<file path="src/rtl/csa32_arbiter.sv">
// Round-robin arbiter sharing one 32-bit carry-select adder, with optional burst lock.
// Define CSA32_ARB_SAT_EN to saturate res_sum to 32'hFFFF_FFFF on unsigned overflow.

module csa32 (
  input  logic [31:0] a,
  input  logic [31:0] b,
  output logic [31:0] sum,
  output logic        cout
);
  logic [8:0] carry;

  assign carry[0] = 1'b0;

  // Each 4-bit block precomputes both carry-in cases; the ripple carry only drives muxes.
  for (genvar gi = 0; gi < 8; gi++) begin : g_blk
    logic [4:0] s0;
    logic [4:0] s1;
    assign s0 = {1'b0, a[4*gi +: 4]} + {1'b0, b[4*gi +: 4]};
    assign s1 = {1'b0, a[4*gi +: 4]} + {1'b0, b[4*gi +: 4]} + 5'd1;
    assign sum[4*gi +: 4] = carry[gi] ? s1[3:0] : s0[3:0];
    assign carry[gi+1]    = carry[gi] ? s1[4]   : s0[4];
  end

  assign cout = carry[8];
endmodule

module csa32_arbiter #(
  parameter int NREQ     = 4,
  parameter int IDW      = 2,
  parameter int LOCK_MAX = 8
) (
  input  logic               clk,
  input  logic               rst_n,
  input  logic [NREQ-1:0]    req_valid,
  output logic [NREQ-1:0]    req_ready,
  input  logic [NREQ*32-1:0] req_a,
  input  logic [NREQ*32-1:0] req_b,
  input  logic [NREQ-1:0]    req_lock,
  output logic               res_valid,
  input  logic               res_ready,
  output logic [31:0]        res_sum,
  output logic               res_ovf,
  output logic [IDW-1:0]     res_id,
  output logic               locked
);
  typedef enum logic {IDLE, LOCKED} state_t;

  localparam logic [IDW:0] NREQ_W     = (IDW+1)'(NREQ);
  localparam logic [8:0]   LOCK_MAX_W = 9'(LOCK_MAX);
  localparam bit           LOCK_EN    = (LOCK_MAX > 1);

  state_t         state_q, state_d;
  logic [IDW-1:0] ptr_q, ptr_d;
  logic [IDW-1:0] owner_q, owner_d;
  logic [7:0]     lock_cnt_q, lock_cnt_d;
  logic           res_valid_q, res_valid_d;
  logic [31:0]    res_sum_q, res_sum_d;
  logic           res_ovf_q, res_ovf_d;
  logic [IDW-1:0] res_id_q, res_id_d;

  logic           gnt_any;
  logic [IDW-1:0] gnt_idx;
  logic [IDW:0]   cand_w;
  logic           can_accept;
  logic           xfer;
  logic [31:0]    op_a, op_b, add_sum;
  logic           add_cout;
  logic [8:0]     cnt_inc;

  function automatic logic [IDW-1:0] inc_wrap(input logic [IDW-1:0] v);
    return (v == IDW'(NREQ-1)) ? '0 : v + 1'b1;
  endfunction

  // Search downwards so the candidate closest to ptr is the last one written.
  always_comb begin
    gnt_any = 1'b0;
    gnt_idx = '0;
    cand_w  = '0;
    if (state_q == LOCKED) begin
      gnt_any = req_valid[owner_q];
      gnt_idx = owner_q;
    end else begin
      for (int k = NREQ-1; k >= 0; k--) begin
        cand_w = {1'b0, ptr_q} + (IDW+1)'(k);
        if (cand_w >= NREQ_W) cand_w = cand_w - NREQ_W;
        if (req_valid[cand_w[IDW-1:0]]) begin
          gnt_any = 1'b1;
          gnt_idx = cand_w[IDW-1:0];
        end
      end
    end
  end

  assign can_accept = !res_valid_q | res_ready;
  assign xfer       = gnt_any & can_accept & rst_n;

  always_comb begin
    req_ready = '0;
    if (xfer) req_ready[gnt_idx] = 1'b1;
  end

  assign op_a = req_a[{gnt_idx, 5'b0} +: 32];
  assign op_b = req_b[{gnt_idx, 5'b0} +: 32];

  csa32 u_csa (
    .a    (op_a),
    .b    (op_b),
    .sum  (add_sum),
    .cout (add_cout)
  );

  assign cnt_inc = {1'b0, lock_cnt_q} + 9'd1;

  always_comb begin
    state_d     = state_q;
    ptr_d       = ptr_q;
    owner_d     = owner_q;
    lock_cnt_d  = lock_cnt_q;
    res_valid_d = res_valid_q;
    res_sum_d   = res_sum_q;
    res_ovf_d   = res_ovf_q;
    res_id_d    = res_id_q;

    if (xfer) begin
      res_valid_d = 1'b1;
`ifdef CSA32_ARB_SAT_EN
      res_sum_d   = add_cout ? 32'hFFFF_FFFF : add_sum;
`else
      res_sum_d   = add_sum;
`endif
      res_ovf_d   = add_cout;
      res_id_d    = gnt_idx;
    end else if (res_ready) begin
      res_valid_d = 1'b0;
    end

    case (state_q)
      IDLE: begin
        if (xfer) begin
          if (LOCK_EN && req_lock[gnt_idx]) begin
            state_d    = LOCKED;
            owner_d    = gnt_idx;
            lock_cnt_d = 8'd1;
          end else begin
            ptr_d = inc_wrap(gnt_idx);
          end
        end
      end
      LOCKED: begin
        if (xfer) begin
          if (req_lock[owner_q] && (cnt_inc < LOCK_MAX_W)) begin
            lock_cnt_d = cnt_inc[7:0];
          end else begin
            state_d    = IDLE;
            lock_cnt_d = 8'd0;
            ptr_d      = inc_wrap(owner_q);
          end
        end
      end
      default: state_d = IDLE;
    endcase
  end

  always_ff @(posedge clk) begin
    if (!rst_n) begin
      state_q     <= IDLE;
      ptr_q       <= '0;
      owner_q     <= '0;
      lock_cnt_q  <= 8'd0;
      res_valid_q <= 1'b0;
      res_sum_q   <= 32'd0;
      res_ovf_q   <= 1'b0;
      res_id_q    <= '0;
    end else begin
      state_q     <= state_d;
      ptr_q       <= ptr_d;
      owner_q     <= owner_d;
      lock_cnt_q  <= lock_cnt_d;
      res_valid_q <= res_valid_d;
      res_sum_q   <= res_sum_d;
      res_ovf_q   <= res_ovf_d;
      res_id_q    <= res_id_d;
    end
  end

  assign res_valid = res_valid_q;
  assign res_sum   = res_sum_q;
  assign res_ovf   = res_ovf_q;
  assign res_id    = res_id_q;
  assign locked    = (state_q == LOCKED);
endmodule

</file>
<file path="config.mk">
export PLATFORM = sky130hd
export DESIGN_NAME = csa32_arbiter
export DESIGN_NICKNAME = d
export VERILOG_FILES = /design/src/rtl/csa32_arbiter.sv
export SDC_FILE = /design/constraint.sdc
export NUM_CORES = 1
export LEC_CHECK = 0
export CELL_PAD_IN_SITES_DETAIL_PLACEMENT = 1
export CELL_PAD_IN_SITES_GLOBAL_PLACEMENT = 1
export CORE_UTILIZATION = 24
export DETAILED_ROUTE_END_ITERATION = 6
export PLACE_DENSITY = 0.84
export SLEW_MARGIN = 20
export SYNTH_ARGS = -nofsm -noshare
export SYNTH_HDL_FRONTEND = slang
export SYNTH_HIERARCHICAL = 1
export SYNTH_SLANG_ARGS = --single-unit
</file>
<file path="constraint.sdc">
create_clock -name clk -period 5.95 [get_ports clk]
set_clock_uncertainty 0.05 [all_clocks]
set_input_delay 0.8925 -clock clk [delete_from_list [all_inputs] [get_ports clk]]
set_output_delay 0.8925 -clock clk [all_outputs]
set_load 0.02 [all_outputs]
</file>
### After elaboration in Yosys (flattened, before gate mapping)

Cells that the tools add are included.

| word-level totals | value |
|---|---|
| register bits | 49 |
| output and inout port bits | 41 |
| bits of input ports | 267 |

| cells by class | value |
|---|---|
| $add $sub $neg | 25 |
| order comparisons | 12 |
| eq/ne operators | 7 |
| multiplexer cells | 68 |
| reductions and logical operators | 7 |
| bitwise operators | 4 |
| shifts and indexed selects | 2 |

Operator list:

| cell | number |
|---|---|
| variable part select 128 x 8 -> 32 bit | 2 |
| adder 4 x 4 -> 5 bit | 8 |
| 2-to-1 mux 2 bit | 19 |
| adder 5 x 1 -> 5 bit, second input constant | 7 |
| 2-to-1 mux 4 bit | 8 |
| 2-to-1 mux 8 bit | 4 |
| 2-to-1 mux 1 bit | 26 |
| < comparator 2 x 3 -> 1 bit, second input constant | 6 |
| case mux 8 bit (2 select lines) | 1 |
| binary-select mux 1 bit (select 2 bit) | 7 |
| adder 8 x 1 -> 9 bit, second input constant | 1 |
| >= comparator 3 bit, second input constant | 3 |
| < comparator 9 x 4 -> 1 bit, second input constant | 1 |
| != test 2 bit, second input constant | 4 |
| subtractor 2 x 1 -> 2 bit, second input constant | 4 |
| adder 2 x 2 -> 3 bit, second input constant | 2 |
| AND reduction 3 bit | 2 |
| adder 2 x 1 -> 2 bit, second input constant | 2 |
| equality test 2 bit, second input constant | 2 |
| case mux 2 bit (2 select lines) | 1 |
| AND reduction 4 bit | 1 |
| adder 2 x 1 -> 3 bit, second input constant | 1 |
| >= comparator 2 x 3 -> 1 bit, second input constant | 1 |
| AND 1 bit | 2 |
| other kinds (9) | 10 |

### Depth between registers and ports, before layout

| logic depth | value |
|---|---|
| word-level depth | 21 |
| mapped depth | 26 |
| mapped depth without buffers | 23 |

### Hierarchy

The synthesis kept the hierarchy.

By module, submodules not included:

| module | area each (um^2) | sequential area each (um^2) | times used | cells an instance |
|---|---|---|---|---|
| csa32_arbiter | 4224.1 | 980.9 | 1 | 704 |
| csa32 | 1704.1 | 0.0 | 1 | 192 |

### Worst setup path after synthesis

No wires, ideal clock.

| timing path | value |
|---|---|
| path kind | input -> register |
| start point | input req_valid[0] |
| end point | register res_sum_q[29], in the netlist res_sum[29] |
| arrival | 5880 ps |
| path slack | -108 ps |
| buffers on the path | 2 |
| setup time | 128 ps |
| stages | 23 |
| cells stage by stage | or3b_1 -> a41o_1 -> o31ai_4 -> inv_4 -> buf_2 -> buf_2 -> nand2_1 -> and3_1 -> a31oi_1 -> ha_1 -> fa_1 -> ha_1 -> nand2_1 -> a2111oi_4 -> mux2i_1 -> mux2_2 -> mux2i_4 -> mux2i_1 -> mux2i_4 -> xnor2_1 -> mux2_1 -> nand2_1 -> o21ai_0 |

| between the ends | value |
|---|---|
| longest elaborated chain between the ends | 17 |
| elaborated cells between the ends (all ways) | 46 |
| classes of those cells | add/sub: 15; shift: 2; mux: 27; bitwise: 2 |

RTL lines:

| what | RTL line | RTL |
|---|---|---|
| from (decl) | 34 | `input logic [NREQ-1:0] req_valid,` |
| binary-select mux 1 bit (select 2 bit) | 86 | `if (req_valid[cand_w[IDW-1:0]]) begin` |
| 2-to-1 mux 1 bit (implied by the code) | 86 |  |
| 2-to-1 mux 2 bit (3 in series) | 86 |  |
| 2-to-1 mux 2 bit (*) | 86 |  |
| 2-to-1 mux 2 bit (*) | 79 | `if (state_q == LOCKED) begin` |
| variable part select 128 x 8 -> 32 bit (*) | 102 | `assign op_a = req_a[{gnt_idx, 5'b0} +: 32];` |
| via op_a[4] | 66 | `logic [31:0] op_a, op_b, add_sum;` |
| adder 4 x 4 -> 5 bit (*) | 18, 19 |  |
| adder 5 x 1 -> 5 bit | 19 | `assign s1 = {1'b0, a[4*gi +: 4]} + {1'b0, b[4*gi +: 4]} + 5'd1;` |
| 2-to-1 mux 1 bit (*) (6 in series) | 21 | `assign carry[gi+1] = carry[gi] ? s1[4] : s0[4];` |
| 2-to-1 mux 4 bit (*) | 20 | `assign sum[4*gi +: 4] = carry[gi] ? s1[3:0] : s0[3:0];` |
| via add_sum[29] | 66 |  |
| to (signal assigned) | 180 | `res_sum_q <= res_sum_d;` |
| to (decl) | 57 | `logic [31:0] res_sum_q, res_sum_d;` |

Mark *: on every way through the listed nets, which the timed path passes. The rest lies on a longest branch. The select of a mux whose other input is x is not followed.
A chain may end at the register's enable or synchronous reset.

### Worst setup path in the final report

| timing path | value |
|---|---|
| start point | input req_valid[0] |
| end point | register res_ovf_q, in the netlist res_ovf |

| between the ends | value |
|---|---|
| elaborated cells between the ends (all ways) | 46 |
| classes of those cells | add/sub: 15; shift: 2; mux: 27; bitwise: 2 |

RTL lines:

| what | RTL line | RTL |
|---|---|---|
| binary-select mux 1 bit (select 2 bit) | 86 |  |
| 2-to-1 mux 1 bit (implied by the code) | 86 |  |
| 2-to-1 mux 2 bit (3 in series) | 86 |  |
| 2-to-1 mux 2 bit (*) | 86 |  |
| 2-to-1 mux 2 bit (*) | 79 |  |
| variable part select 128 x 8 -> 32 bit (*) | 103 | `assign op_b = req_b[{gnt_idx, 5'b0} +: 32];` |
| via op_b[8] | 66 |  |
| adder 4 x 4 -> 5 bit (*) | 18, 19 |  |
| adder 5 x 1 -> 5 bit | 19 |  |
| 2-to-1 mux 1 bit (*) (6 in series) | 21 |  |
| via add_cout | 67 | `logic add_cout;` |
| to (signal assigned) | 181 | `res_ovf_q <= res_ovf_d;` |
| to (decl) | 58 | `logic res_ovf_q, res_ovf_d;` |

Marked as above.

==> run summary <==
status: finished clean
clock sink count: 49
synthesized flop and latch total: 49
# IOs: 308
Synth top area share: 0.225
largest net degree at the start of global routing: 88
period utilisation layout: 0.979
Clock Tree Buf Depth: 2
non-filler instance count after layout: 1598
mapped cell area: 5930 um2
static leakage: 0.00460 uW
row count: 57
chip height: 159 um
grt peak-use layer: met2
DR vias: 7870
Synth-to-Final Area Change: 77.5%
fillers: 2998
die area: 25300 um2
Remaining Overflow, GRT: 0
core area: 24200 um2
Final #Nets: 1592
grt met2 use: 0.405
async set or reset register ratio after synthesis: 0
placer congestion estimate: 0.860
power per standard cell area: 729 nW/um2
CTS tree: built
Initial DRC Count: 336
max incr delay on CP: 0.50 ns
Synth cell types: 54
drt pass-1 iters: 5
DRT antenna net count: 0
dpl hpwl: 23900 um
routed wire length: 29500 um
placed insts: 1572
largest cells by area after synthesis: nand2_1, dfxtp_1, ha_1, and3_1, a31oi_1
fin. max-slew vios: 0
Max-cap violations: 0
H-tree depth: 2
vias per cell: 4.92
largest area contributor in the netlist: nand2_1
Root Driver: clkbuf_16
Post-synth top cells: nand2_1, and3_1, a31oi_1, dfxtp_1, ha_1
GRT Util Overall: 0.224
initial antenna violation count: 0
first-pass GRT wire length: 44900 um
min cycle time layout: 5.82 ns
HP Class: reg -> reg
clk_lat worst skew: 0.29 ns
met1 usage: 0.269
Worst Path Required: 6.13 ns
Max stage delay cell, worst path: fa_1
arrival time worst endpoint: 6.00 ns
met3 Use GR: 0.0318
register area: 981 um2
Multi-input gate area: 4760 um2
vias in the first global route: 8372
worst-margin pin slew: 0.900 ns
Final TNS setup: 0 ns
starting density of the core: 0.244
layout cells sized above 1: 0.146
Slew headroom: 0.400
CP max FO: 7
Crit Path Class: in -> reg
ys flop type: dfxtp_1
total CTS buffers: 5
most numerous cell in the Yosys netlist: nand2_1
Fin. Hold Viols: 0
number of remaining DRC errors: 0
CP endpoint kind: flip-flop
number of synthesized flops with an enable pin: 0
Setup violations, final: 0
synthesized area per cell: 6.62 um2
Port Buffer Count: 307
Net Count, Synth: 1216
Worst-path clk slew: 0.07 ns
synth warn: 6
Mapped Cells: 896
Seq/Total Area, Yosys: 0.165
routed len/inst: 18.5 um
DIE WIDTH: 159 um
Max rail drop VDD: 0.000297 V
CP startpoint kind: primary input
Max Freq: 172 MHz
-- worst paths after layout --
| check | end | slack [ns] | from | cells after the start |
|---|---|---|---|---|
| worst max-delay path | res_ovf | 0.13 | req_valid[0] | 26 |
| worst min-delay path | lock_cnt_q[7] | 0.39 | lock_cnt_q[7] | 2 |
| worst max register to register | res_ovf | 0.38 | ptr_q[1] | 25 |
| worst min register to register | lock_cnt_q[7] | 0.39 | lock_cnt_q[7] | 2 |
-- stage by stage --
step | area [um2] | hold slack [ns] | total power (uW) | utilization | setup slack (ns)
finish | 10500 | 0.391 | 7670 | 0.434 | 0.127
global placement | 9950 | 0.370 | 6520 | 0.410 | -0.544
CTS | 10300 | 0.390 | 7350 | 0.423 | 0.00413
detailed placement | 9950 | 0.377 | 6790 | 0.410 | -0.783
floorplan | 5940 | 0.362 | 4260 | - | 0.00332
global route | 10500 | 0.419 | 8300 | 0.434 | -0.0769
-- logic make-up (layout without fill, tap and decap cells) --
| kind of cell | count (synthesis) | after routing | share of synthesized area |
|---|---|---|---|
| and+or+nand+nor | 481 | 481 | 0.356 |
| AOI/OAI and AO/OA | 170 | 170 | 0.184 |
| buffers and inverters | 79 | 456 | 0.0623 |
| adders and majority gates | 53 | 53 | 0.122 |
| DFF | 49 | 49 | 0.165 |
| xor gates and xnor gates | 42 | 42 | 0.0621 |
| muxes | 22 | 22 | 0.0475 |
| other | 0 | 1 | 0 |
-- where the power goes --
| group | total, uW | switching (uW) | internal (uW) |
|---|---|---|---|
| logic | 6790 | 3490 | 3290 |
| registers | 545 | 83.6 | 461 |
| clock network | 344 | 133 | 210 |
-- area by class of cell --
cell class | count | area share
antenna | 1 | 0.000238
clock inverter | 2 | 0.00357
multi-input combinational | 768 | 0.452
inverter | 20 | 0.00880
timing repair buffer | 428 | 0.391
clock buffer | 6 | 0.0132
tap | 324 | 0.0385
sequential | 49 | 0.0932
-- what timing repair did --
action	in CTS	in global routing
setup endpoints to repair	10	11
setup buffers	7	8
gates cloned	1	1
resized for setup	18	50
pin swaps	6	9
hold buffers	0	0
-- metal layers --
metal  routed length, um  up-vias  part of all wire
li1                    -     3830                 -
met1               12200     3707              0.41
met2               14700      276              0.50
met3                1600       57             0.054
met4                1000        0             0.034
met5                   0        -                 0
-- critical path: cells and delay by family --
family / cells / cell delay, ns
multiplexers: 6 / 1.67
AND/OR/NAND/NOR: 6 / 0.97
buffers and inverters: 6 / 0.76
adder cells (fa/ha/maj): 2 / 0.71
AO/OA/AOI/OAI: 4 / 0.62
XOR/XNOR: 2 / 0.38
-- flip-flops by register name, indices dropped and copies added (netlist names) --
register,flops
res_sum,32
lock_cnt_q,8
owner_q,2
ptr_q,2
res_id,2
locked,1
res_ovf,1
res_valid,1
-- cell usage in the layout, fill, tap and decap left out, types with 5 or more instances in the layout --
cell and count:
nand2_1 354, nor2_1 9, nand2b_1 5, mux2i_1 5, a31oi_1 60, xor2_1 13, a31oi_2 6, a21oi_1 26
and2_1 5, clkbuf_16 6, dfxtp_1 49, buf_6 5, buf_4 108, fa_1 7, ha_1 41, inv_1 16
xnor2_1 27, and3_1 67, nand4_1 9, nand4b_1 5, a21o_1 14, o21ai_0 33, clkdlybuf4s50_1 302, buf_12 6
mux2_2 6
(Power assumes the default switching activity.)
